===== config.mk =====
export PLATFORM = sky130hd
export DESIGN_NAME = logic_op_unit
export DESIGN_NICKNAME = d
export VERILOG_FILES = /design/src/rtl/logic_op_pkg.sv /design/src/rtl/logic_op_core.sv /design/src/rtl/logic_op_unit.sv
export SDC_FILE = /design/constraint.sdc
export NUM_CORES = 1
export LEC_CHECK = 0
export CORE_AREA = 2 2 85 87
export DETAILED_ROUTE_END_ITERATION = 12
export DIE_AREA = 0 0 87 89
export HOLD_SLACK_MARGIN = 0.15
export PLACE_DENSITY = 0.8
export SYNTH_ARGS = -nofsm -noshare
export SYNTH_HDL_FRONTEND = slang
export SYNTH_HIERARCHICAL = 1
export SYNTH_SLANG_ARGS = --single-unit

===== constraint.sdc =====
create_clock -name clk -period 3.2 [get_ports clk]
set_input_delay 0.32 -clock clk [delete_from_list [all_inputs] [get_ports clk]]
set_output_delay 0.32 -clock clk [all_outputs]
set_load 0.03 [all_outputs]

===== src/rtl/logic_op_pkg.sv =====
// logic_op_pkg: shared opcodes, modes and FSM states
// for the registered bitwise logic unit.
package logic_op_pkg;

  typedef enum logic [2:0] {
    OP_OR   = 3'd0,
    OP_AND  = 3'd1,
    OP_XOR  = 3'd2,
    OP_NOR  = 3'd3,
    OP_NAND = 3'd4,
    OP_XNOR = 3'd5,
    OP_ANDN = 3'd6,
    OP_ORN  = 3'd7
  } op_e;

  typedef enum logic {
    MODE_PAIR = 1'b0,
    MODE_FOLD = 1'b1
  } mode_e;

  typedef enum logic {
    IDLE = 1'b0,
    FOLD = 1'b1
  } state_e;

  function automatic logic is_inverting(op_e op);
    return (op == OP_NOR) || (op == OP_NAND) ||
           (op == OP_XNOR);
  endfunction

  function automatic op_e base_op(op_e op);
    op_e r;
    r = op;
    unique case (op)
      OP_NOR:  r = OP_OR;
      OP_NAND: r = OP_AND;
      OP_XNOR: r = OP_XOR;
      default: r = op;
    endcase
    return r;
  endfunction

endpackage


===== src/rtl/logic_op_core.sv =====
// logic_op_core: combinational WIDTH-bit bitwise
// operator, shared by pairwise results and fold steps.
module logic_op_core
  import logic_op_pkg::*;
#(
  parameter int WIDTH = 8
) (
  input  logic [2:0]       op_i,
  input  logic [WIDTH-1:0] a_i,
  input  logic [WIDTH-1:0] b_i,
  output logic [WIDTH-1:0] y_o
);

  always_comb begin
    y_o = '0;
    unique case (op_e'(op_i))
      OP_OR:   y_o = a_i | b_i;
      OP_AND:  y_o = a_i & b_i;
      OP_XOR:  y_o = a_i ^ b_i;
      OP_NOR:  y_o = ~(a_i | b_i);
      OP_NAND: y_o = ~(a_i & b_i);
      OP_XNOR: y_o = ~(a_i ^ b_i);
      OP_ANDN: y_o = a_i & ~b_i;
      OP_ORN:  y_o = a_i | ~b_i;
    endcase
  end

endmodule


===== src/rtl/logic_op_unit.sv =====
// logic_op_unit: registered bitwise logic unit with
// pairwise and fold modes behind valid/ready handshakes.
module logic_op_unit
  import logic_op_pkg::*;
#(
  parameter int WIDTH = 8,
  parameter int LEN_W = 4
) (
  input  logic             clk,
  input  logic             rst_n,
  input  logic             in_valid,
  output logic             in_ready,
  input  logic [WIDTH-1:0] in_a,
  input  logic [WIDTH-1:0] in_b,
  input  logic [2:0]       op,
  input  logic             mode,
  input  logic [LEN_W-1:0] fold_len,
  output logic             out_valid,
  input  logic             out_ready,
  output logic [WIDTH-1:0] out_data,
  output logic             out_any,
  output logic             out_all,
  output logic             busy
);

  state_e           state_q, state_d;
  logic [WIDTH-1:0] acc_q, acc_d;
  logic [LEN_W-1:0] cnt_q, cnt_d;
  logic [LEN_W-1:0] len_q, len_d;
  logic [2:0]       fop_q, fop_d;
  logic             out_valid_q;
  logic [WIDTH-1:0] out_data_q;

  logic             accept;
  logic             pair_req;
  logic             load;
  logic [WIDTH-1:0] res;
  logic [WIDTH-1:0] pair_y;
  logic [WIDTH-1:0] step_y;
  logic [2:0]       step_op;
  logic [LEN_W-1:0] cnt_inc;
  logic             fold_inv;
  logic             start_inv;

  assign in_ready = !out_valid_q || out_ready;
  assign accept   = in_valid && in_ready;
  assign pair_req = (mode_e'(mode) == MODE_PAIR) ||
                    (op[2:1] == 2'b11);
  assign step_op  = base_op(op_e'(fop_q));
  assign fold_inv = is_inverting(op_e'(fop_q));
  assign start_inv = is_inverting(op_e'(op));
  assign cnt_inc  = cnt_q + LEN_W'(1);

  logic_op_core #(.WIDTH(WIDTH)) u_pair (
    .op_i (op),
    .a_i  (in_a),
    .b_i  (in_b),
    .y_o  (pair_y)
  );

  logic_op_core #(.WIDTH(WIDTH)) u_step (
    .op_i (step_op),
    .a_i  (acc_q),
    .b_i  (in_a),
    .y_o  (step_y)
  );

  always_comb begin
    state_d = state_q;
    acc_d   = acc_q;
    cnt_d   = cnt_q;
    len_d   = len_q;
    fop_d   = fop_q;
    load    = 1'b0;
    res     = out_data_q;
    if (accept) begin
      unique case (state_q)
        IDLE: begin
          if (pair_req) begin
            load = 1'b1;
            res  = pair_y;
          end else begin
            fop_d = op;
            len_d = fold_len;
            acc_d = in_a;
            cnt_d = '0;
            // one-beat burst: the reduction is just the word
            if (fold_len == '0) begin
              load = 1'b1;
              res  = in_a ^ {WIDTH{start_inv}};
            end else begin
              state_d = FOLD;
            end
          end
        end
        FOLD: begin
          acc_d = step_y;
          cnt_d = cnt_inc;
          if (cnt_inc == len_q) begin
            load    = 1'b1;
            res     = step_y ^ {WIDTH{fold_inv}};
            state_d = IDLE;
          end
        end
        default: state_d = IDLE;
      endcase
    end
  end

  always_ff @(posedge clk or negedge rst_n) begin
    if (!rst_n) begin
      state_q <= IDLE;
      acc_q   <= '0;
      cnt_q   <= '0;
      len_q   <= '0;
      fop_q   <= '0;
    end else begin
      state_q <= state_d;
      acc_q   <= acc_d;
      cnt_q   <= cnt_d;
      len_q   <= len_d;
      fop_q   <= fop_d;
    end
  end

  always_ff @(posedge clk or negedge rst_n) begin
    if (!rst_n) begin
      out_valid_q <= 1'b0;
      out_data_q  <= '0;
    end else if (load) begin
      out_valid_q <= 1'b1;
      out_data_q  <= res;
    end else if (out_ready) begin
      out_valid_q <= 1'b0;
    end
  end

  assign out_valid = out_valid_q;
  assign out_data  = out_data_q;
  assign out_any   = |out_data_q;
  assign out_all   = &out_data_q;
  assign busy      = (state_q == FOLD);

endmodule


==> key figures, run 1 <==
Worst setup path
  – Data required time of the critical path: about 3.4 ns
  – Worst-path fanout max: 39
  – Critical setup path kind: reg -> reg
  – R2R setup slack: ~0.60 ns
  – Critical Path End Type: flip-flop
  – Setup crit start kind: flip-flop
  – Worst path arrival time: approximately 2.8 ns

Global routing
  – Vias in the first global route: 3,209
  – Largest net degree at the start of global routing: 40
  – Initial antenna violation count: 0
  – Gr ovfl total: 0
  – First-pass GRT wire length: 15.02 mm
  – Tot GR Track Use: about a quarter

Timing
  – Worst slew pin tran: between 0.8 and 0.9 ns
  – Setup TNS: 0 ns
  – Setup Viol. Count Final: 0
  – Worst Skew: approximately 0.0029 ns
  – Fmax: 384.6 MHz
  – Fin crit period: between 2 and 3 ns
  – Fin crit share: approximately four fifths
  – Relative slew slack: 42.49%
  – Final hold viol count: 0
  – Slew Viols, Final: 0
  – Unrepaired setup endpoints after global routing: false

Status
  – Status: finished, final reports clean

Die
  – Die H: 89 um
  – Area of the core: 6719 um2
  – FP Rows: 30
  – Starting Density: between 50% and 60%
  – Die width: between 80 and 90 um
  – Die area: approximately 7700 um2
  – # IOs: a little over 40

Synthesis
  – Share of the synthesized area in the top cell type: a little over a fifth
  – Ranking of synthesized cells by area: ha_1, dfrtp_1, mux4_2, mux2i_1, nand2_1
  – Ys flop type: dfrtp_1
  – Net count after synthesis: roughly 520
  – Synthesized area per cell: 8.982 um2
  – Synthesis Warnings: 6
  – Syn Inst Count: approximately 430
  – Seq cells post-synth: 29
  – Post-synth EDFFs: 0
  – Netlist cell types: between 60 and 70
  – Mapped Area: between 3000 and 4000 um2
  – Cell taking the most area after synthesis: ha_1
  – Ys async rst share: 100.0%
  – Sequential share of the synthesized area: a little under a fifth

Placed design
  – Dpl hpwl: roughly 6.7 mm
  – Buffers on Ports: 40
  – Gpl congestion: 0.8516

Clock network
  – Post-cts gate resize count: 0
  – Skew-Pair Late Insertion Delay: roughly 0.29 ns
  – Post-CTS setup buffer count: 0
  – CTS H-tree depth: 2
  – Num Clock Sinks: 29
  – Clock transition at the registers of the reported paths: 0.06 ns
  – Clk root buf: clkbuf_8
  – CTS tree: done
  – Cts hold-fix bufs: 0
  – Deepest clock path buffer count: 2
  – Clock buffer count from CTS: 5

Detailed routing
  – DR vias/cell: roughly 6
  – Wire per inst: ~17 um
  – DR iter-0 viols: about 240
  – TritonRoute pass-1 iters: 6
  – Vias: roughly 3,300
  – Residual DRC: 0
  – ANT nets after route: 0
  – Final WL: 9.044 mm

Final layout
  – Multi-input logic area: about 2800 um2
  – Most common cell after layout, fill and taps aside: ha_1
  – Most frequent cells in the layout: ha_1, nand2_1, inv_1
  – Net count of the finished layout: 558
  – Flip-flop and latch area: 725.7 um2
  – Ant. Diodes: 0
  – Layout area overhead: 12.93%
  – Utilization after layout: roughly two thirds
  – FILL cells: ~580
  – Share of cells above drive strength 1: a little under an eighth

Min path
  – Min-Delay Path Class: in -> async

Power and ir drop
  – Pleak: 2.056 nW
  – Worst ir drop on vdd: between 0.4 and 0.5 mV
  – Pwr dens: 865.8 nW/um2

Run
  – Max Cap Viol: 0
## path summary, 6_finish.rpt
kind,startpoint,to,cells after the start
min in group clk,len_q[3],len_q[3],1
max in group asynchronous,rst_n,out_data[3],2
min,rst_n,acc_q[6],2
max,fop_q[2],out_data[2],10
max reg2reg,fop_q[2],out_data[2],10
min reg2reg,len_q[3],len_q[3],1
## per-stage QoR
step	setup WS (ns)	area, um2	instances	power, mW	hold WS [ns]
after floorplan	0.8807	3871	431	2.897	0.02441
after global placement	0.5995	4285	538	3.341	0.5095
after detailed placement	0.5175	4285	538	3.455	0.5178
after CTS	0.6182	4372	545	3.781	0.4435
after global routing	0.4470	4372	545	4.099	0.4577
final	0.5998	4372	545	3.785	0.4264
## state kept, by name, summed over array words and instances (netlist names)
| register | flops |
|---|---|
| cnt_q | 4 |
| busy | 1 |
| fop_q | 3 |
| out_valid | 1 |
| out_data | 8 |
| len_q | 4 |
| acc_q | 8 |
## where the power goes
group | total [mW] | leakage (nW) | internal, mW | switching, mW
Sequential | 0.743 | 0.346 | 0.543 | 0.200
Combinational | 2.73 | 1.67 | 1.23 | 1.50
Clock | 0.317 | 0.0443 | 0.170 | 0.146
Total | 3.79 | 2.06 | 1.94 | 1.84
## synthesized netlist by cell type (all sizes together) (9+ instances only)
library cell	count
a31oi	9
xor2	11
mux4	12
dfrtp	29
xnor2	13
o21ai	26
mux2i	22
mux2	11
inv	48
nand2	49
buf	18
nor2	16
a21oi	19
ha	65
## critical path, stage by stage (launching register included)
cell and delay, ns:
dfrtp_1 0.47, xnor2_1 0.17, o21ai_2 0.11, buf_4 0.38
mux2i_1 0.24, mux2i_1 0.09, and3_1 0.21, nor3_1 0.36
xnor2_1 0.13, a22oi_1 0.19, a31oi_1 0.11
## kinds of logic after synthesis
kind of cell,Yosys count,synth area share [%]
compound gates,95,17.07
xor+xnor,24,5.430
buf+inv,73,9.308
fa+ha+maj,65,21.01
mux,45,16.48
flops,29,18.75
simple gates,100,11.96
## layout make-up
cell class / instances / share of cell area [%]
inverters: 48 / 4.121
well taps: 80 / 2.290
clock buffers: 7 / 1.975
repair buffers: 52 / 11.22
flip-flops and latches: 29 / 16.60
multi-input cells: 329 / 63.80
## per-layer routing
layer	vias up	global-route usage [%]	routed length (um)
met5	-	0	0
met1	1576	29.43	3804
met4	0	7.386	144
met2	113	45.59	4628
li1	1573	-	-
met3	16	3.047	467
Note: power is estimated with default switching activity, not from simulation.
==> run 2: changes to the inputs <==
Settings changed: CORE_AREA 2 2 85 87 to 2 2 89 91, DIE_AREA 0 0 87 89 to 0 0 91 93, PLACE_DENSITY 0.8 to 0.77.
Clock period 3.2 ns to 2.33 ns, I/O delays scaled along.
==> key figures, run 2 (synthesis gave the netlist of run 1 again) <==
Die
  – Starting Density: roughly 51%
  – FP Rows: 32
  – # IOs: a little over 40
  – Area of the core: ~7500 um2
  – Die width: between 90 and 100 um
  – Die H: 93 um
  – Die area: roughly 8500 um2

Clock network
  – Clock buffer count from CTS: 5
  – Clk root buf: clkbuf_8
  – CTS tree: done
  – Cts hold-fix bufs: 0
  – Skew-Pair Late Insertion Delay: just under 0.3 ns
  – Clock transition at the registers of the reported paths: approximately 0.070 ns
  – Deepest clock path buffer count: 2
  – CTS H-tree depth: 2
  – Num Clock Sinks: 29

Timing
  – Setup Viol. Count Final: 0
  – Worst slew pin tran: roughly 0.45 ns
  – WHS: about 0.32 ns
  – Fin crit period: roughly 2.3 ns
  – Worst Skew: 0.005465 ns
  – Final hold viol count: 0
  – Relative slew slack: ~69%
  – Fin crit share: between 90% and 100%
  – Unrepaired setup endpoints after global routing: true
  – Slew Viols, Final: 0
  – Fmax: 437.1 MHz
  – Setup TNS: 0 ns

Final layout
  – Most common cell after layout, fill and taps aside: ha_1
  – FILL cells: between 600 and 700
  – Share of cells above drive strength 1: 19.44%
  – Net count of the finished layout: between 500 and 600
  – Ant. Diodes: 0
  – Layout area overhead: 22.88%
  – Most frequent cells in the layout: ha_1, nand2_1, inv_1
  – Utilization after layout: about 63%

Global routing
  – Gr ovfl total: 0
  – First-pass GRT wire length: 15.61 mm
  – Vias in the first global route: ~3,400
  – Largest net degree at the start of global routing: 30
  – Tot GR Track Use: approximately 23%
  – Initial antenna violation count: 0

Detailed routing
  – Final WL: between 9 and 10 mm
  – TritonRoute pass-1 iters: 5
  – DR WL met3: roughly 460 um
  – ANT nets after route: 0
  – Vias: between 3,000 and 4,000
  – Top sig layer: met4
  – Wire length on met2: a little under 5 mm
  – Residual DRC: 0
  – DR iter-0 viols: about 140
  – DRT met1 WL: about 3.8 mm
  – DR vias/cell: between 5 and 6
  – Wire per inst: around 15 um

Worst setup path
  – Critical Path, Cell by Cell: xnor2_2, o21ai_2, buf_12, buf_6, mux4_2, a21o_1, xnor2_1, a22oi_1, a31oi_1
  – R2R setup slack: 0.04 ns
  – Max incr delay on CP: 0.48 ns
  – Worst path top cell family by delay: compound AO/OA/AOI/OAI gates
  – Crit path launch: fop_q[0]
  – CP bufs+invs: 2
  – Worst-path fanout max: 13
  – Worst r2r dst: out_data[7]
  – Data required time of the critical path: about 2.5 ns
  – Worst R2R Path Depth: 9
  – Setup crit start kind: flip-flop
  – Critical Path End Type: flip-flop
  – Critical setup path kind: reg -> reg
  – Worst r2r src: fop_q[0]
  – Worst path arrival time: around 2.4 ns
  – Crit-path slowest cell: mux4_2

Power and ir drop
  – Worst ir drop on vdd: between 0.6 and 0.7 mV
  – Pleak: roughly 2.3 nW
  – Pwr dens: around 1200 nW/um2

Placed design
  – Gpl congestion: 0.9008
  – Dpl hpwl: approximately 7.3 mm
  – Buffers on Ports: 40

Run
  – Max Cap Viol: 0

Status
  – Status: finished, final reports clean

Min path
  – Min-Delay Path Class: in -> async
[run 2: cell types whose count changed in the layout (fill, tap and decap cells not counted), moves of 2 or more]
cell / before / now
buf_12: 0 / 3
buf_6: 0 / 2
dfrtp_1: 29 / 27
buf_4: 12 / 45
clkinv_2: 0 / 2
dfrtp_2: 0 / 2
[run 2: routing by layer]
layer,track usage [%],vias to the layer above
met5,0,-
met3,2.981,19
met4,8.460,0
met1,26.48,1611
li1,-,1658
met2,42.16,88
[run 2: repair_timing]
| action | CTS | global route |
|---|---|---|
| buffers inserted | 1 | 7 |
| hold endpoints to repair | 0 | 0 |
| resized for setup | 1 | 8 |
| setup endpoints to repair | 1 | 7 |
| pin swaps | 1 | 6 |
[run 2: how the worst max path moves through the flow]
| stage | endpoint | slack, ns | cells after the start |
|---|---|---|---|
| CTS | out_data[2] | 0.01 | 11 |
| global placement | out_data[5] | -0.03 | 8 |
| floorplan | out_data[7] | 0.01 | 9 |
| detailed placement | out_data[2] | -0.09 | 10 |
| finish | out_data[7] | 0.04 | 9 |
| global route | out_data[7] | -0.08 | 9 |
[run 2: layout make-up]
cell class	instances	area, um2	share of cell area [%]
Sequential cell	29	728.2	15.31
Clock buffer	5	68.82	1.447
Clock inverter	3	17.52	0.3682
Timing Repair Buffer	90	820.8	17.25
Tap cell	102	127.6	2.683
Inverter	48	182.7	3.840
Multi-Input combinational cell	329	2811	59.10
[run 2: power breakdown]
group	internal [mW]	leakage (nW)	switching [mW]
Clock	0.206	0.0439	0.213
Sequential	0.749	0.343	0.295
Combinational	2.23	1.88	2.17
Total	3.18	2.27	2.68
[run 2: metrics by stage]
stage               total power [mW]  instances  area [um2]  setup WS, ns
finish                         5.860        606        4757       0.04232
global placement               4.948        590        4576      -0.02790
CTS                            5.582        599        4674       0.01021
global route                   6.323        606        4757      -0.07933
detailed placement             5.115        590        4576      -0.08622
floorplan                      3.978        431        3871       0.01071
==> run 3: changes to the inputs <==
Settings changed: MAX_ROUTING_LAYER set to met4.
==> key figures, run 3 (synthesis gave the netlist of run 1 again) <==
Final layout
  – Net count of the finished layout: just under 600
  – Ant. Diodes: 0
  – Most frequent cells in the layout: ha_1, nand2_1, buf_4, inv_1, clkdlybuf4s50_1
  – Layout area overhead: 23.08%
  – Most common cell after layout, fill and taps aside: ha_1
  – Final Cell Area: approximately 4800 um2
  – Share of cells above drive strength 1: 19.60%

Global routing
  – First-pass GRT wire length: 15.61 mm
  – Tot GR Track Use: 23.29%
  – Largest net degree at the start of global routing: 30
  – Initial antenna violation count: 0
  – Gr ovfl total: 0
  – Vias in the first global route: roughly 3,400

Timing
  – WHS: around 0.32 ns
  – Relative slew slack: between 60% and 70%
  – Worst Skew: roughly 0.0055 ns
  – Slew Viols, Final: 0
  – Unrepaired setup endpoints after global routing: true
  – Setup TNS: 0 ns
  – Fin crit period: 2.291 ns
  – Fin crit share: 98.31%
  – Setup Viol. Count Final: 0
  – Worst slew pin tran: about 0.45 ns
  – Final hold viol count: 0
  – Final Worst Setup Slack: between 0.03 and 0.04 ns
  – Fmax: 436.6 MHz

Worst setup path
  – Worst r2r dst: out_data[7]
  – Worst-path fanout max: 12
  – Crit path capture: out_data[7]
  – Worst R2R Path Depth: 9
  – Data required time of the critical path: 2.48 ns
  – Crit path launch: fop_q[0]
  – Setup crit start kind: flip-flop
  – R2R setup slack: roughly 0.039 ns
  – Crit-path slowest cell: mux4_2
  – Worst r2r src: fop_q[0]
  – Critical Path End Type: flip-flop
  – Worst path arrival time: between 2 and 2.5 ns
  – Critical setup path kind: reg -> reg
  – CP bufs+invs: 2
  – Critical Path, Cell by Cell: xnor2_2, o21ai_2, buf_12, buf_6, mux4_2, a21o_1, xnor2_1, a22oi_1, a31oi_1
  – Number of stages on the worst setup path: 9
  – Max incr delay on CP: 0.48 ns
  – Worst path top cell family by delay: compound AO/OA/AOI/OAI gates

Die
  – # IOs: 41
  – Die area: about 8500 um2
  – Die width: between 90 and 100 um
  – Area of the core: between 7000 and 8000 um2
  – Die H: 93 um
  – Starting Density: 51.43%
  – FP Rows: 32

Power and ir drop
  – Logic pwr share: about three quarters
  – Worst ir drop on vdd: slightly above 0.6 mV
  – Power Internal: about 3.2 mW
  – NetSw: approximately 2.7 mW
  – Reg power frac: 17.7%
  – Switching Share: a little under half
  – Pleak: between 2 and 2.5 nW
  – Clock power share: under 10%
  – Pwr dens: roughly 1200 nW/um2

Min path
  – Min-Delay Path Class: in -> async

Clock network
  – Clock transition at the registers of the reported paths: approximately 0.07 ns
  – Deepest clock path buffer count: 2
  – CTS tree: done
  – Clock buffer count from CTS: 5
  – Cts hold-fix bufs: 0
  – Skew-Pair Late Insertion Delay: around 0.29 ns
  – Clk root buf: clkbuf_8
  – CTS H-tree depth: 2
  – Num Clock Sinks: 29

Detailed routing
  – Vias: around 3,400
  – DR iter-0 viols: roughly 160
  – ANT nets after route: 0
  – Residual DRC: 0
  – Final WL: ~9.4 mm
  – Wire per inst: 15.49 um
  – DR vias/cell: around 5.6
  – TritonRoute pass-1 iters: 4

Placed design
  – DP Area: approximately 4600 um2
  – Dpl hpwl: 7.318 mm
  – Gpl congestion: between 0.9 and 1
  – Buffers on Ports: 40
  – Worst slack, placed: -0.08622 ns

Status
  – Status: finished, final reports clean

Run
  – Max Cap Viol: 0
-- run 3: cell types whose count changed in the layout (fill, tap and decap cells not counted), sizes merged --
cell | before | now
buf | 50 | 51
-- run 3: how the worst min path moves through the flow --
stage	slack (ns)	start	cells after the start	end
2_1_floorplan	-0.06	rst_n	0	acc_q[0]
3_3_place_gp	0.51	cnt_q[1]	1	cnt_q[1]
3_5_place_dp	0.52	cnt_q[1]	1	cnt_q[1]
4_1_cts	0.33	rst_n	2	cnt_q[3]
5_1_grt	0.35	rst_n	2	cnt_q[2]
6_report	0.32	rst_n	2	cnt_q[3]
-- run 3: stage by stage --
stage / total power [mW] / cells / utilization (%)
after global placement: 4.948 / 590 / 60.79
after floorplan: 3.978 / 431 / -
after detailed placement: 5.115 / 590 / 60.79
final: 5.896 / 607 / 63.30
after global routing: 6.349 / 607 / 63.30
after CTS: 5.582 / 599 / 62.10
-- run 3: routing by layer --
metal	vias up	global-route usage [%]	routed length, um
met4	0	8.460	205
met2	69	42.28	4866
met1	1631	26.43	3916
met3	17	2.981	415
li1	1654	-	-
met5	-	-	0
-- run 3: layout make-up --
cell class | instances | area [um2]
clock buffers | 5 | 68.82
clock inverters | 3 | 17.52
fillers | 614 | 2763
inverters | 48 | 182.7
multi-input cells | 329 | 2811
flip-flops and latches | 29 | 728.2
well taps | 102 | 127.6
repair buffers | 91 | 828.3
-- run 3: power by group through the flow --
stage                     registers, mW  clock network, mW  logic (mW)
final                              1.04              0.420        4.43
after floorplan                    1.10                  0        2.88
after detailed placement           1.03                  0        4.08
after global placement             1.02                  0        3.93
after global routing               1.07              0.442        4.83
after CTS                          1.03              0.426        4.13
-- run 3: timing repair --
item / 4_1_cts / 5_1_grt
resized for setup: 1 / 8
setup buffers: 1 / 8
pin swaps: 1 / 6
endpoints found under the setup margin: 1 / 7
